`src/rtl/oram_request_frontend_pkg.sv`:
```
// Shared types and defaults for the ORAM request front end.
//   ORAM_D       block-number width
//   ORAM_A       block size in bytes (data width is 8*ORAM_A)
//   oram_req_t   one queued client request
//   fe_state_e   front-end sequencing states
package oram_request_frontend_pkg;

  localparam int ORAM_D      = 6;
  localparam int ORAM_A      = 2;
  localparam int ORAM_DATA_W = 8 * ORAM_A;

  localparam int FE_FIFO_DEPTH_DEF = 4;
  localparam int FE_TIMEOUT_DEF    = 1024;

  typedef struct packed {
    logic                   rw;
    logic [ORAM_D-1:0]      block_number;
    logic [ORAM_DATA_W-1:0] wdata;
  } oram_req_t;

  typedef enum logic [1:0] {
    FE_IDLE,
    FE_ISSUE,
    FE_WAIT,
    FE_RESP
  } fe_state_e;

endpackage

```
`src/rtl/oram_request_frontend_fifo.sv`:
```
// In-order request queue for the ORAM front end.
//   clk, rst    clock, async active-low reset
//   push, din   write one request (accepted when not full, or when popping)
//   pop, dout   dout is the head entry; pop advances it
//   full, empty, count   occupancy status
module oram_req_fifo
  import oram_request_frontend_pkg::*;
#(
  parameter  int DEPTH = FE_FIFO_DEPTH_DEF,
  localparam int PTR_W = $clog2(DEPTH),
  localparam int CNT_W = $clog2(DEPTH + 1)
) (
  input  logic             clk,
  input  logic             rst,
  input  logic             push,
  input  oram_req_t        din,
  input  logic             pop,
  output oram_req_t        dout,
  output logic             full,
  output logic             empty,
  output logic [CNT_W-1:0] count
);

  oram_req_t        mem [DEPTH];
  logic [PTR_W-1:0] wr_ptr;
  logic [PTR_W-1:0] rd_ptr;
  logic             do_push;
  logic             do_pop;

  assign full    = (count == CNT_W'(DEPTH));
  assign empty   = (count == '0);
  assign dout    = mem[rd_ptr];
  // When full, a simultaneous pop frees the slot the write lands in.
  assign do_push = push && (!full || pop);
  assign do_pop  = pop && !empty;

  always_ff @(posedge clk) begin
    if (do_push) mem[wr_ptr] <= din;
  end

  always_ff @(posedge clk or negedge rst) begin
    if (!rst) begin
      wr_ptr <= '0;
      rd_ptr <= '0;
      count  <= '0;
    end else begin
      if (do_push) wr_ptr <= wr_ptr + PTR_W'(1);
      if (do_pop)  rd_ptr <= rd_ptr + PTR_W'(1);
      case ({do_push, do_pop})
        2'b10:   count <= count + CNT_W'(1);
        2'b01:   count <= count - CNT_W'(1);
        default: count <= count;
      endcase
    end
  end

endmodule

```
`src/rtl/oram_request_frontend.sv`:
```
// Client-facing front end for oram_module: queues requests, issues them one at
// a time, supervises each access with a timeout and returns in-order responses.
//   state    | meaning
//   FE_IDLE  | nothing in flight; waits for a queued request
//   FE_ISSUE | one-cycle oram_input_ready pulse for the loaded request
//   FE_WAIT  | waiting for oram_output_ready or timeout
//   FE_RESP  | response held on rsp_* until rsp_ready
// Ports: clk/rst (async active-low); req_* client request port; rsp_* client
// response port; oram_* link to oram_module; fifo_count, busy status.
module oram_request_frontend
  import oram_request_frontend_pkg::*;
#(
  parameter  int FIFO_DEPTH  = FE_FIFO_DEPTH_DEF,
  parameter  int TIMEOUT_CYC = FE_TIMEOUT_DEF,
  localparam int CNT_W       = $clog2(FIFO_DEPTH + 1),
  localparam int TMR_W       = $clog2(TIMEOUT_CYC)
) (
  input  logic                   clk,
  input  logic                   rst,
  input  logic                   req_valid,
  output logic                   req_ready,
  input  logic                   req_rw,
  input  logic [ORAM_D-1:0]      req_block_number,
  input  logic [ORAM_DATA_W-1:0] req_wdata,
  output logic                   rsp_valid,
  input  logic                   rsp_ready,
  output logic                   rsp_rw,
  output logic [ORAM_DATA_W-1:0] rsp_rdata,
  output logic                   rsp_timeout,
  output logic [ORAM_D-1:0]      oram_rw_block_number,
  output logic [ORAM_DATA_W-1:0] oram_w_value,
  output logic                   oram_rw_indicator,
  output logic                   oram_input_ready,
  input  logic [ORAM_DATA_W-1:0] oram_r_value,
  input  logic                   oram_output_ready,
  output logic [CNT_W-1:0]       fifo_count,
  output logic                   busy
);

  localparam logic [TMR_W-1:0] TMR_LAST = TMR_W'(TIMEOUT_CYC - 1);

  fe_state_e        state;
  fe_state_e        state_nx;
  oram_req_t        req_in;
  oram_req_t        head;
  logic             fifo_full;
  logic             fifo_empty;
  logic             fifo_pop;
  logic             load_head;
  logic [TMR_W-1:0] timer;

  assign req_in    = {req_rw, req_block_number, req_wdata};
  assign req_ready = !fifo_full;

  oram_req_fifo #(
    .DEPTH (FIFO_DEPTH)
  ) u_fifo (
    .clk   (clk),
    .rst   (rst),
    .push  (req_valid && req_ready),
    .din   (req_in),
    .pop   (fifo_pop),
    .dout  (head),
    .full  (fifo_full),
    .empty (fifo_empty),
    .count (fifo_count)
  );

  always_ff @(posedge clk or negedge rst) begin
    if (!rst) state <= FE_IDLE;
    else      state <= state_nx;
  end

  // The in-flight request stays at the FIFO head until its response is
  // captured, so fifo_count includes it.
  always_comb begin
    state_nx  = state;
    load_head = 1'b0;
    fifo_pop  = 1'b0;
    case (state)
      FE_IDLE: begin
        if (!fifo_empty) begin
          load_head = 1'b1;
          state_nx  = FE_ISSUE;
        end
      end
      FE_ISSUE: state_nx = FE_WAIT;
      FE_WAIT: begin
        if (oram_output_ready || (timer == TMR_LAST)) begin
          fifo_pop = 1'b1;
          state_nx = FE_RESP;
        end
      end
      FE_RESP: begin
        if (rsp_ready) begin
          if (!fifo_empty) begin
            load_head = 1'b1;
            state_nx  = FE_ISSUE;
          end else begin
            state_nx  = FE_IDLE;
          end
        end
      end
      default: state_nx = FE_IDLE;
    endcase
  end

  assign oram_input_ready = (state == FE_ISSUE);
  assign rsp_valid        = (state == FE_RESP);
  assign busy             = (state != FE_IDLE) || (fifo_count != '0);

  // Counts WAIT cycles; saturates so a long stall never wraps it.
  always_ff @(posedge clk or negedge rst) begin
    if (!rst) begin
      timer <= '0;
    end else if (state == FE_ISSUE) begin
      timer <= '0;
    end else if ((state == FE_WAIT) && (timer != TMR_LAST)) begin
      timer <= timer + TMR_W'(1);
    end
  end

  always_ff @(posedge clk or negedge rst) begin
    if (!rst) begin
      oram_rw_indicator    <= 1'b0;
      oram_rw_block_number <= '0;
      oram_w_value         <= '0;
    end else if (load_head) begin
      oram_rw_indicator    <= head.rw;
      oram_rw_block_number <= head.block_number;
      oram_w_value         <= head.wdata;
    end
  end

  // fifo_pop fires only on leaving WAIT; output_ready low there means timeout.
  always_ff @(posedge clk or negedge rst) begin
    if (!rst) begin
      rsp_rw      <= 1'b0;
      rsp_rdata   <= '0;
      rsp_timeout <= 1'b0;
    end else if (fifo_pop) begin
      rsp_rw      <= oram_rw_indicator;
      rsp_timeout <= !oram_output_ready;
      rsp_rdata   <= (oram_output_ready && !oram_rw_indicator) ? oram_r_value : '0;
    end
  end

endmodule

```
`config.mk`:
```
export PLATFORM = sky130hd
export DESIGN_NAME = oram_request_frontend
export DESIGN_NICKNAME = d
export VERILOG_FILES = /design/src/rtl/oram_request_frontend_pkg.sv /design/src/rtl/oram_request_frontend_fifo.sv /design/src/rtl/oram_request_frontend.sv
export SDC_FILE = /design/constraint.sdc
export NUM_CORES = 1
export LEC_CHECK = 0
export ABC_CLOCK_PERIOD_IN_PS = 4750
export CAP_MARGIN = 15
export CORE_MARGIN = 4
export CORE_UTILIZATION = 34
export DETAILED_ROUTE_END_ITERATION = 12
export PLACE_DENSITY = 0.66
export SYNTH_ARGS = -nofsm -noshare
export SYNTH_HDL_FRONTEND = slang
export SYNTH_SLANG_ARGS = --single-unit
```
`constraint.sdc`:
```
create_clock -name clk -period 4.75 [get_ports clk]
set_input_delay 1.425 -clock clk [delete_from_list [all_inputs] [get_ports clk]]
set_output_delay 1.425 -clock clk [all_outputs]
set_load 0.02 [all_outputs]
```
Yosys cells after proc, flatten, opt, wreduce, memory -nomap -nowiden
Memory sizes are Yosys's and may differ from the RTL's. A register that Yosys moved wholly into a read port is not among the register bits.
Index checks and enable logic that the tools add are counted.
{"block": "word_totals", "ff_bits": 37, "ramBits": 92, "elab_cells": 61, "n_memories": 1}
{"memory": "u_fifo.mem", "depth": 4, "width": 23, "rd": 1, "rd_clocked_by_memory_dff": 1, "write_ports": 1, "line": "oram_request_frontend_fifo.sv:24", "text": "oram_req_t mem [DEPTH];"}
{"block": "classes", "addsub": 5, "n_eq_ne": 11, "n_mux": 16, "n_reduce_logical": 20}
{"cell": "two-way mux 10 bit", "n": 2}
{"cell": "two-way mux 16 bit", "n": 1}
{"cell": "adder 10 x 1 -> 10 bit (second input constant)", "n": 1}
{"cell": "== test 10 bit (second input constant)", "n": 1}
{"cell": "!= test 10 bit (second input constant)", "n": 1}
{"cell": "one-hot mux 2 bit (4 select lines)", "n": 1}
{"cell": "two-way mux 1 bit", "n": 7}
{"cell": "== test 2 bit (second input constant)", "n": 3}
{"cell": "two-way mux 2 bit", "n": 3}
{"cell": "one-hot mux 3 bit (2 select lines)", "n": 1}
{"cell": "nonzero test 2 bit", "n": 3}
{"cell": "logical AND 1 bit", "n": 5}
{"cell": "zero test 1 bit", "n": 5}
{"cell": "adder 2 x 1 -> 2 bit (second input constant)", "n": 2}
{"cell": "== test 2 x 1 -> 1 bit (second input constant)", "n": 2}
{"cell": "!= test 2 bit (second input constant)", "n": 2}
{"cell": "adder 3 x 1 -> 3 bit (second input constant)", "n": 1}
{"cell": "== test 3 bit (second input constant)", "n": 1}
{"cell": "zero test 3 bit", "n": 1}
{"cell": "logical OR 1 bit", "n": 3}
{"cell": "AND reduction 3 bit", "n": 1}
{"cell": "nonzero test 3 bit", "n": 1}
{"cell": "subtractor 3 x 1 -> 3 bit (second input constant)", "n": 1}
{"cell": "zero test 2 bit", "n": 1}
{"cell": "other kinds (2)", "n": 2}

Depth between registers and ports, before layout
{"block": "logic_depth", "word_depth": 8, "mapped_depth": 13, "depth_no_buf": 11}

Modules after synthesis
A second synthesis with hierarchy kept.
{"block": "hier_totals", "hier_cells": 333, "hier_area_um2": 6018.3}
{"module": "oram_req_fifo", "n_inst": 1, "cells_per_inst": 159, "area_each_um2": 3749.8, "seq_area_each_um2": 2937.8}
{"module": "oram_request_frontend", "n_inst": 1, "cells_per_inst": 174, "area_each_um2": 2268.4, "seq_area_each_um2": 1326.3}

Worst setup path before layout
Ideal clock, no wire load.
{"block": "synth_timing", "kind": "input -> register", "from": "input port oram_output_ready", "to": "register u_fifo.count[2]", "setup_time_ns": 0.080, "t_arrival_ns": 2.828, "slack_ns": 1.842, "path_stages": 10, "n_path_buf": 1, "cell_sequence": "nand2_1 o31a_1 buf_4 nor2_2 ha_1 inv_1 fa_1 xor2_1 nor2_1 xor2_1"}
{"block": "synth_via", "word_cells_on_any_way": 10, "cone_classes": "eq/ne: 2; mux: 3; reduce/logical: 5"}
{"element": "from (decl)", "line": "oram_request_frontend.sv:35", "text": "input logic oram_output_ready,"}
{"element": "logical OR 1 bit (*)", "line": "oram_request_frontend.sv:89", "text": "if (oram_output_ready || (timer == TMR_LAST)) begin"}
{"element": "two-way mux 1 bit (*)", "line": "oram_request_frontend.sv:89"}
{"element": "two-way mux 1 bit (*)", "line": "oram_request_frontend.sv:80", "text": "case (state)"}
{"element": "logical AND 1 bit (*)", "line": "oram_request_frontend_fifo.sv:35", "text": "assign do_pop = pop && !empty;"}
{"element": "net u_fifo.do_pop", "line": "oram_request_frontend_fifo.sv:28", "text": "logic do_pop;"}
{"element": "== test 2 x 1 -> 1 bit or == test 2 bit (tied branches)", "line": "oram_request_frontend_fifo.sv:49", "text": "case ({do_push, do_pop})"}
{"element": "one-hot mux 3 bit (2 select lines) or nonzero test 2 bit (tied branches)"}
{"element": "to (signal assigned)", "line": "oram_request_frontend_fifo.sv:50", "text": "2'b10: count <= count + CNT_W'(1);"}
{"element": "to (signal assigned)", "line": "oram_request_frontend_fifo.sv:51", "text": "2'b01: count <= count - CNT_W'(1);"}
{"element": "to (signal assigned)", "line": "oram_request_frontend_fifo.sv:52", "text": "default: count <= count;"}
{"element": "to (decl)", "line": "oram_request_frontend_fifo.sv:21", "text": "output logic [CNT_W-1:0] count"}
The timed path passes the listed nets; every way through them passes the cells marked *.
A chain may end at the register's enable or synchronous reset.

Worst setup path in the final report
{"block": "layout_timing", "from": "register state[1]", "to": "output port oram_input_ready"}
{"block": "layout_via", "elab_chain_cells": 1}
{"element": "from (decl)", "line": "oram_request_frontend.sv:42", "text": "fe_state_e state;"}
{"element": "from (signal assigned)", "line": "oram_request_frontend.sv:71", "text": "else state <= state_nx;"}
{"element": "== test 2 x 1 -> 1 bit", "line": "oram_request_frontend.sv:108", "text": "assign oram_input_ready = (state == FE_ISSUE);"}
{"element": "to (decl)", "line": "oram_request_frontend.sv:33", "text": "output logic oram_input_ready,"}
Every way passes these cells.

==> impl_metrics.py <==
metrics = {
    "setup_path": {
        "critPathMaxFanout": 11,
        "critPathCaptureType": "output pin",
        "startpoint_type": "register",
        "setup.worst_path.class": "reg2out",
        "worstPathRequired_ns": 3.32,
        "cp.arrival_ns": 2.13,
    },
    "place": {
        "dpl.hpwl_um": 7610,
        "portBuffers": 91,
        "gp_congestion": 0.775,
        "place_ws_ns": 0.981,
    },
    "timing": {
        "period_minus_slack_ns": 3.56,
        "min_period_over_period_pct": 74.9,
        "timing.fmax_ghz": 0.281,
        "setup_viol": 0,
        "skew_ns": 0.00751,
        "slew_headroom_pct": 32.3,
        "worst_pin_slew_ns": 1.01,
        "rsz0062_at_grt": "no",
        "setup_tns_ns": 0,
        "drv_slew": 0,
        "timing.final.ws_setup_ns": 1.19,
        "report.final.hold_viol_count": 0,
    },
    "synthesis": {
        "synthTopCellsByArea": "edfxtp_1 46%, dfrtp_1 25%, mux4_2 8.6%",
        "synth_seq_area_share_pct": 71.1,
        "ys_ff_latch": 152,
        "synth_edf_count": 92,
        "netlist_area_um2": 6000,
        "async_flop_share_pct": 39.5,
        "avgSynthCellArea_um2": 18.2,
        "yosysTopAreaCell": "edfxtp_1",
        "synth_ff_type": "edfxtp_1",
        "synth_cell_types": 44,
        "synth_top_area_share_pct": 46.1,
        "syn_inst": 329,
        "ys_warn_count": 0,
        "yosysMostFrequentCell": "edfxtp_1",
        "syn_nets": 385,
        "ys_top_cells_by_count": "92 x edfxtp_1, 60 x dfrtp_1, 23 x mux2_2, 23 x mux4_2, 16 x a22o_1",
    },
    "floorplan": {
        "num_rows": 48,
        "ios": 92,
        "core-area_um2": 17300,
        "die_y_um": 141,
        "dieArea_um2": 19800,
        "die_x_um": 141,
        "initial_core_util_pct": 34.7,
    },
    "clock_network": {
        "insertion_delay_ns": 0.42,
        "h-tree-depth": 4,
        "clock_path_buffers": 2,
        "clock_sinks": 152,
        "cts_root_buf": "clkbuf_16",
        "cts_tree": "done",
        "postCtsSetupBuffers": 0,
        "cts_resized": 0,
        "cts_buffers": 17,
        "clkTransAtPathRegs_ns": 0.06,
        "holdBufCountCts": 0,
    },
    "global_routing": {
        "grt_pass1_wl_um": 19600,
        "grt_pass1_vias": 3663,
        "grt_usage_pct": 12.9,
        "grt_max_degree": 37,
        "overflow": 0,
        "antenna_found_initial": 0,
    },
    "routing": {
        "drcViolationCount": 0,
        "highest_layer": "met4",
        "drt-total-wl_um": 12000,
        "wl_met3_um": 785,
        "ant_nets": 0,
        "met2WireLength_um": 5960,
        "dr.pass1.iters": 4,
        "wl_per_cell_um": 17.9,
        "m1WireLength_um": 5030,
        "viasPerCell": 4.90,
        "vias": 3283,
        "drt_iter0_markers": 207,
    },
    "outcome": {
        "outcome": "finished, final reports clean",
    },
    "finish": {
        "syn2layout_area_growth_pct": 29.2,
        "fillers": 1506,
        "n_antenna_cell": 0,
        "post_route_cells_drive_above_1_share_pct": 20.0,
        "nets": 488,
    },
    "pwr": {
        "ir_drop_v": 0.000351,
        "p_per_area_nw_per_um2": 665,
        "p_leak_nw": 2.88,
    },
    "min_path": {
        "hold_path.class": "reg2reg",
    },
    "flow_run": {
        "cap_violations": 0,
    },
}
critical path, stage by stage, from the launching register on:
cell             delay [ns]
dfrtp_1                0.41
inv_1                  0.14
ha_1                   0.47
clkdlybuf4s50_1        0.70
cells by family (layout without fill, tap and decap cells):
logic type | after synthesis | count (layout) | share of synthesized area, %
muxes | 50 | 50 | 13.7
buffers and inverters | 24 | 140 | 2.07
adders and majority gates | 12 | 12 | 2.63
and+or+nand+nor | 42 | 42 | 3.84
DFF | 152 | 152 | 71.1
AOI/OAI and AO/OA | 38 | 38 | 5.07
xor gates and xnor gates | 11 | 11 | 1.61
registers in the layout, summed over array words and instances, names as in the netlist:
register	flops
u_fifo.count	3
rsp_rw	1
rsp_timeout	1
rsp_rdata	16
u_fifo.rd_ptr	2
oram_rw_indicator	1
u_fifo.wr_ptr	2
timer	10
oram_w_value	16
state	2
oram_rw_block_number	6
u_fifo.mem	92
per-stage QoR:
stage	utilization (%)	cell area [um2]	hold slack [ns]	power, mW	cells
finish	44.8	7740	0.494	5.15	670
detailed placement	41.4	7160	0.489	3.91	638
global route	44.8	7740	0.520	5.45	670
floorplan	-	6000	0.508	3.15	329
CTS	44.8	7740	0.502	5.24	670
global placement	41.4	7160	0.476	3.84	638
placed cells by master, fill, tap and decap left out, types with 10 or more instances in the layout:
master,netlist,layout
a22o_1,16,16
nor2_1,12,12
dfrtp_1,60,59
inv_1,10,10
mux2_2,23,23
edfxtp_1,92,92
mux4_2,23,23
ha_1,11,11
clkbuf_16,0,17
clkdlybuf4s50_1,0,90
path summary, 6_finish.rpt:
check                         start               end  slack (ns)  depth (start not counted)
setup / recovery           state[1]  oram_input_ready        1.19                          3
hold / removal               rsp_rw            rsp_rw        0.49                          1
setup reg to reg           state[0]   u_fifo.count[2]        1.74                         11
hold reg to reg              rsp_rw            rsp_rw        0.49                          1
max in group asynchronous       rst  u_fifo.rd_ptr[0]        2.77                          2
min in group asynchronous       rst      rsp_rdata[9]        1.03                          1
layout make-up:
class / count / area (um2) / share of cell area [%]
sequential: 152 / 4270 / 55.1
multi-input combinational: 153 / 1610 / 20.8
timing repair buffer: 98 / 958 / 12.4
clock buffer: 19 / 443 / 5.72
tap: 225 / 282 / 3.63
clock inverter: 13 / 145 / 1.87
inverter: 10 / 37.5 / 0.485
per-layer routing:
layer	GRT usage [%]	vias to the layer above
li1	-	1486
met1	15.2	1686
met2	21.8	94
met3	4.41	17
met4	5.10	0
met5	0	-
where the power goes:
| part | switching, mW | internal (mW) |
|---|---|---|
| combinational | 0.861 | 0.923 |
| clock | 0.532 | 0.791 |
| sequential | 0.228 | 1.81 |
Note: power is estimated with default switching activity, not from simulation.
==> RTL edit 1 (same flow settings) <==
Change the package constant `FE_FIFO_DEPTH_DEF` from 4 to 8.
--- a/src/rtl/oram_request_frontend_pkg.sv
+++ b/src/rtl/oram_request_frontend_pkg.sv
@@ -9,7 +9,7 @@
   localparam int ORAM_A      = 2;
   localparam int ORAM_DATA_W = 8 * ORAM_A;
 
-  localparam int FE_FIFO_DEPTH_DEF = 4;
+  localparam int FE_FIFO_DEPTH_DEF = 8;
   localparam int FE_TIMEOUT_DEF    = 1024;
 
   typedef struct packed {
Ports: changed (resized fifo_count); port bits go from 92 to 93. No check against the original RTL was run, so the function may have changed too.
==> RTL edit 1 against the original RTL <==
- final cell count rose by 57%
- sequential share of layout area increased by 3.5 points
- synthesized cell count rose by 62%
- total power up 48%
- setup slack lost 0.072 ns
- routed wire length up 64%
- area after synthesis grew 64%
- largest cell class unchanged
- cell area increased by 57%
- sequential cell count rose by 95
==> RTL edit 1: results (changes against the original RTL) <==
* Status: completed (unchanged)
* Ys async rst share: 0.255 (was 0.395)
- Setup slack of the worst register-to-register path: 2.17 ns (was 1.74 ns)
* Buffer count from post-CTS setup fixing: 0 (unchanged)
- Final clock skew: 0.00780 ns (was 0.00751 ns)
- The post-placement setup slack came to 0.783 ns (was 0.981 ns).
- The largest net degree at the start of global routing came to 47 (was 37).
- Static Leakage: 4.38 nW (was 2.88 nW)
- Critical path's top delay family: simple AND/OR/NAND/NOR gates (was buffers and inverters)
- Commonest cells in the netlist: sky130_fd_sc_hd__edfxtp_1 (184), sky130_fd_sc_hd__dfrtp_1 (63), sky130_fd_sc_hd__mux4_2 (46) (was sky130_fd_sc_hd__edfxtp_1 (92), sky130_fd_sc_hd__dfrtp_1 (60), sky130_fd_sc_hd__mux2_2 (23), sky130_fd_sc_hd__mux4_2 (23), sky130_fd_sc_hd__a22o_1 (16)).
- The critical-path cell with the highest stage delay is sky130_fd_sc_hd__or4b_4 (was sky130_fd_sc_hd__clkdlybuf4s50_1).
* Nets in the synthesized netlist: 588 (was 385)
* Worst-case clock buffer depth: 3 (was 2)
- The worst flop-to-flop path startpoint was u_fifo.count[1] (was state[0]).
- Global-route usage over all layers: 0.126 (was 0.129)
* Sequential area share after synthesis: 0.720 (was 0.711)
- The deepest level of the CTS H-tree is 1 (was 4).
- The initial antenna violation count is 1 (was 0).
- Resize count post-CTS: 0 (unchanged)
- Final RePlAce weighted congestion: 0.804 (was 0.775)
* Worst R2R Path Depth: 9 (was 11)
- Final layout net count: 701 (was 488)
* DP Wirelength: 12100 microns (was 7610 microns)
- Data arrival, critical path: 2.21 ns (was 2.13 ns)
* Worst max-slew margin expressed relative to the limit: 0.501 (was 0.323)
* Count of flip-flops with a built-in enable after synthesis: 184 (was 92)
* Fraction of layout cells with a size suffix above 1: 0.201 (was 0.200)
- The clock latency reported for the late side of the worst-skew pair is 0.53 ns (was 0.42 ns).
* Startpoint of the lowest-slack hold path: rsp_rdata[2] (was rsp_rw)
- The longest individual stage delay on the worst path is 0.62 ns (was 0.70 ns).
- The global-route wire length before repair came to 31200 microns (was 19600 microns).
- The worst min-delay path endpoint is rsp_rdata[2] (was rsp_rw).
- Worst ir drop on vdd: 0.266 mV (was 0.351 mV)
- The post-synthesis cell type count is 53 (was 44).
* Port-buffer cells: 92 (was 91)
- The via count of the first global-routing pass is 5357 (was 3663).
- Count of vias placed by the detailed router: 5106 (was 3283)
- The largest fanout of any net on the critical path came to 9 (was 11).
- Final routed wirelength across all metal layers: 19700 microns (was 12000 microns)
- Iteration-0 DRC Markers: 345 (was 207)
- The number of clock buffers inserted by TritonCTS was 26 (was 17).
RTL edit 1: cell types whose count changed after synthesis, sizes merged, moves of 19 or more:
cell	before	now
edfxtp	92	184
nor2	13	39
a21oi	6	30
mux4	23	46
mux2i	2	24
mux2	25	6
RTL edit 1: worst register-to-register path, delay by kind of cell (launching register included):
family / cells / cell delay [ns]
AO/OA/AOI/OAI: 1 / 0.15
XOR/XNOR: 3 / 0.46
adder cells (fa/ha/maj): 2 / 0.44
flip-flops: 1 / 0.49
AND/OR/NAND/NOR: 3 / 0.91
RTL edit 1: per-layer routing:
layer / track usage / vias to the layer above / share of wire / routed length (microns)
met5: 0 / - / 0.00056 / 11
li1: - / 2349 / - / -
met3: 0.0265 / 33 / 0.052 / 1030
met4: 0.0294 / 2 / 0.021 / 410
met1: 0.173 / 2600 / 0.45 / 8830
met2: 0.207 / 122 / 0.48 / 9410
RTL edit 1: how the worst max path moves through the flow:
stage / depth (start not counted) / slack [ns] / to / start
3_5_place_dp: 11 / 0.78 / u_fifo.count[2] / oram_output_ready
3_3_place_gp: 11 / 0.81 / u_fifo.count[2] / oram_output_ready
6_report: 2 / 1.12 / req_ready / u_fifo.count[1]
5_1_grt: 3 / 1.04 / oram_input_ready / state[1]
2_1_floorplan: 3 / 0.86 / u_fifo.mem[0][0] / req_valid
4_1_cts: 2 / 1.09 / req_ready / u_fifo.count[1]
RTL edit 1: cell type report:
| class | count | area [sq um] |
|---|---|---|
| Clock buffer | 30 | 666 |
| Clock inverter | 18 | 186 |
| Fill cell | 2519 | 16500 |
| Inverter | 3 | 11.3 |
| Multi-Input combinational cell | 259 | 2640 |
| Sequential cell | 247 | 7100 |
| Tap cell | 384 | 480 |
| Timing Repair Buffer | 109 | 1040 |
RTL edit 1: report_power, final:
group,internal (mW),switching (mW),total [mW]
Sequential,2.81,0.352,3.16
Combinational,1.21,1.23,2.44
Clock,1.17,0.821,1.99
RTL edit 1: through the flow:
stage / power [mW] / area [sq um] / util / std cells / hold WS, ns
6_report: 7.60 / 12100 / 0.424 / 1050 / 0.473
3_3_place_gp: 5.67 / 11300 / 0.394 / 1002 / 0.458
2_1_floorplan: 4.77 / 9860 / - / 533 / 0.490
4_1_cts: 7.74 / 12100 / 0.424 / 1050 / 0.478
3_5_place_dp: 5.71 / 11300 / 0.394 / 1002 / 0.464
5_1_grt: 8.07 / 12100 / 0.424 / 1050 / 0.480
RTL edit 1: kinds of logic after synthesis:
family	share of synthesized area
flip-flops	0.720
AND/OR/NAND/NOR	0.0631
XOR/XNOR	0.0107
buffers and inverters	0.0141
AO/OA/AOI/OAI	0.0412
adder cells (fa/ha/maj)	0.0140
multiplexers	0.137
==> RTL edit 2 (config.mk and constraints unchanged) <==
Without the edit above. Put a register stage on the output `fifo_count`. The value now appears one clock later. The other outputs are not delayed to match.
--- a/src/rtl/oram_request_frontend.sv
+++ b/src/rtl/oram_request_frontend.sv
@@ -39,6 +39,8 @@
 
   localparam logic [TMR_W-1:0] TMR_LAST = TMR_W'(TIMEOUT_CYC - 1);
 
+  logic [CNT_W-1:0] fifo_count_d;
+
   fe_state_e        state;
   fe_state_e        state_nx;
   oram_req_t        req_in;
@@ -63,7 +65,7 @@
     .dout  (head),
     .full  (fifo_full),
     .empty (fifo_empty),
-    .count (fifo_count)
+    .count (fifo_count_d)
   );
 
   always_ff @(posedge clk or negedge rst) begin
@@ -107,7 +109,7 @@
 
   assign oram_input_ready = (state == FE_ISSUE);
   assign rsp_valid        = (state == FE_RESP);
-  assign busy             = (state != FE_IDLE) || (fifo_count != '0);
+  assign busy             = (state != FE_IDLE) || (fifo_count_d != '0);
 
   // Counts WAIT cycles; saturates so a long stall never wraps it.
   always_ff @(posedge clk or negedge rst) begin
@@ -145,5 +147,9 @@
     end
   end
 
+  always_ff @(posedge clk) begin
+    fifo_count <= fifo_count_d;
+  end
+
 endmodule
 
Behaviour: not the same (a bounded check fails within 4 cycles, from zero or initial values and one cycle with rst low).
==> RTL edit 2 against the original RTL <==
- first-iteration DRC count fell by 34%
- register-to-register slack improved by 0.57 ns
- non-clock buffer count rose by 1
- routed wire length rose by 2.3%
- sequential cell count rose by 3
- cell area rose by 1.6%
- total power rose by 1.1%
- sequential share of layout area fell by 0.12 points
- clock skew fell by 0.0011 ns
- sequential power rose by 3%
- area after synthesis rose by 1.8%
- setup slack improved by 0.0059 ns
- largest power group unchanged
==> RTL edit 2: results (changes against the original RTL) <==
- Status: completed (unchanged).
- The average cell area after synthesis was 16.9 sq um (was 18.2 sq um).
- Multi-input gates: 181 (was 153)
- Ys async rst share: 0.387 (was 0.395)
- The number of sequential storage elements came to 155 (was 152).
- Share of the final layout cell area in sequential cells: 0.550 (was 0.551)
* Commonest cells in the netlist: sky130_fd_sc_hd__edfxtp_1 (92), sky130_fd_sc_hd__dfrtp_1 (60), sky130_fd_sc_hd__nand2_1 (38) (was sky130_fd_sc_hd__edfxtp_1 (92), sky130_fd_sc_hd__dfrtp_1 (60), sky130_fd_sc_hd__mux2_2 (23), sky130_fd_sc_hd__mux4_2 (23), sky130_fd_sc_hd__a22o_1 (16))
- The largest net degree at the start of global routing was 38 (was 37).
- Total met3 wirelength after detailed routing: 629 microns (was 785 microns)
- The worst-case hold slack is 0.408 ns (was 0.494 ns).
- The count of non-CTS buffers in the layout is 99 (was 98).
- The clock network area share was 0.0758 (was 0.0759).
- The share of synthesized area occupied by flip-flops and latches is 0.708 (was 0.711).
- The setup skew after layout is 0.00637 ns (was 0.00751 ns).
* Met3 track demand over resource in global routing: 0.0370 (was 0.0441)
- The sum of met2 wire segment lengths after detailed routing is 6350 microns (was 5960 microns).
* Startpoint of the lowest-slack hold path: u_fifo.count[1] (was rsp_rw)
- The post-synthesis cell type count was 42 (was 44).
* Power per Cell Area: 661 mW/mm^2 (was 665 mW/mm^2)
- The routing usage on met1 came to 0.156 (was 0.152).
* Fraction of layout cells with a size suffix above 1: 0.205 (was 0.200)
- Setup slack of the worst register-to-register path: 2.31 ns (was 1.74 ns)
* Non-clock inverter instance count of the final layout: 11 (was 10)
- The worst min-delay path endpoint was fifo_count[1] (was rsp_rw).
* Fillers: 1556 (was 1506)
- The final weighted congestion in routability-driven placement came to 0.713 (was 0.775).
* Total of clock buffers placed in the layout: 21 (was 19)
- GR Util met2: 0.220 (was 0.218)
==> RTL edit 2: changes by cell type in the layout (fill, tap and decap cells not counted), moves of 3 or more <==
cell / before / now
sky130_fd_sc_hd__nand2_1: 4 / 38
sky130_fd_sc_hd__nor2_1: 12 / 6
sky130_fd_sc_hd__mux2_2: 23 / 26
sky130_fd_sc_hd__a22o_1: 16 / 0
sky130_fd_sc_hd__o21ai_0: 2 / 18
sky130_fd_sc_hd__dfxtp_1: 0 / 3
sky130_fd_sc_hd__o2111ai_1: 4 / 1
==> RTL edit 2: logic make-up (layout without fill, tap and decap cells) <==
kind of cell	Yosys count	count (layout)	share of synthesized area
flops	155	155	0.708
simple gates	72	72	0.0580
mux	52	52	0.138
compound gates	37	37	0.0379
buf+inv	26	142	0.0207
fa+ha+maj	12	12	0.0258
xor+xnor	8	8	0.0115
==> RTL edit 2: power by group <==
part / total [mW] / internal (mW) / switching [mW]
sequential: 2.10 / 1.84 / 0.257
combinational: 1.76 / 0.895 / 0.863
clock: 1.34 / 0.808 / 0.535
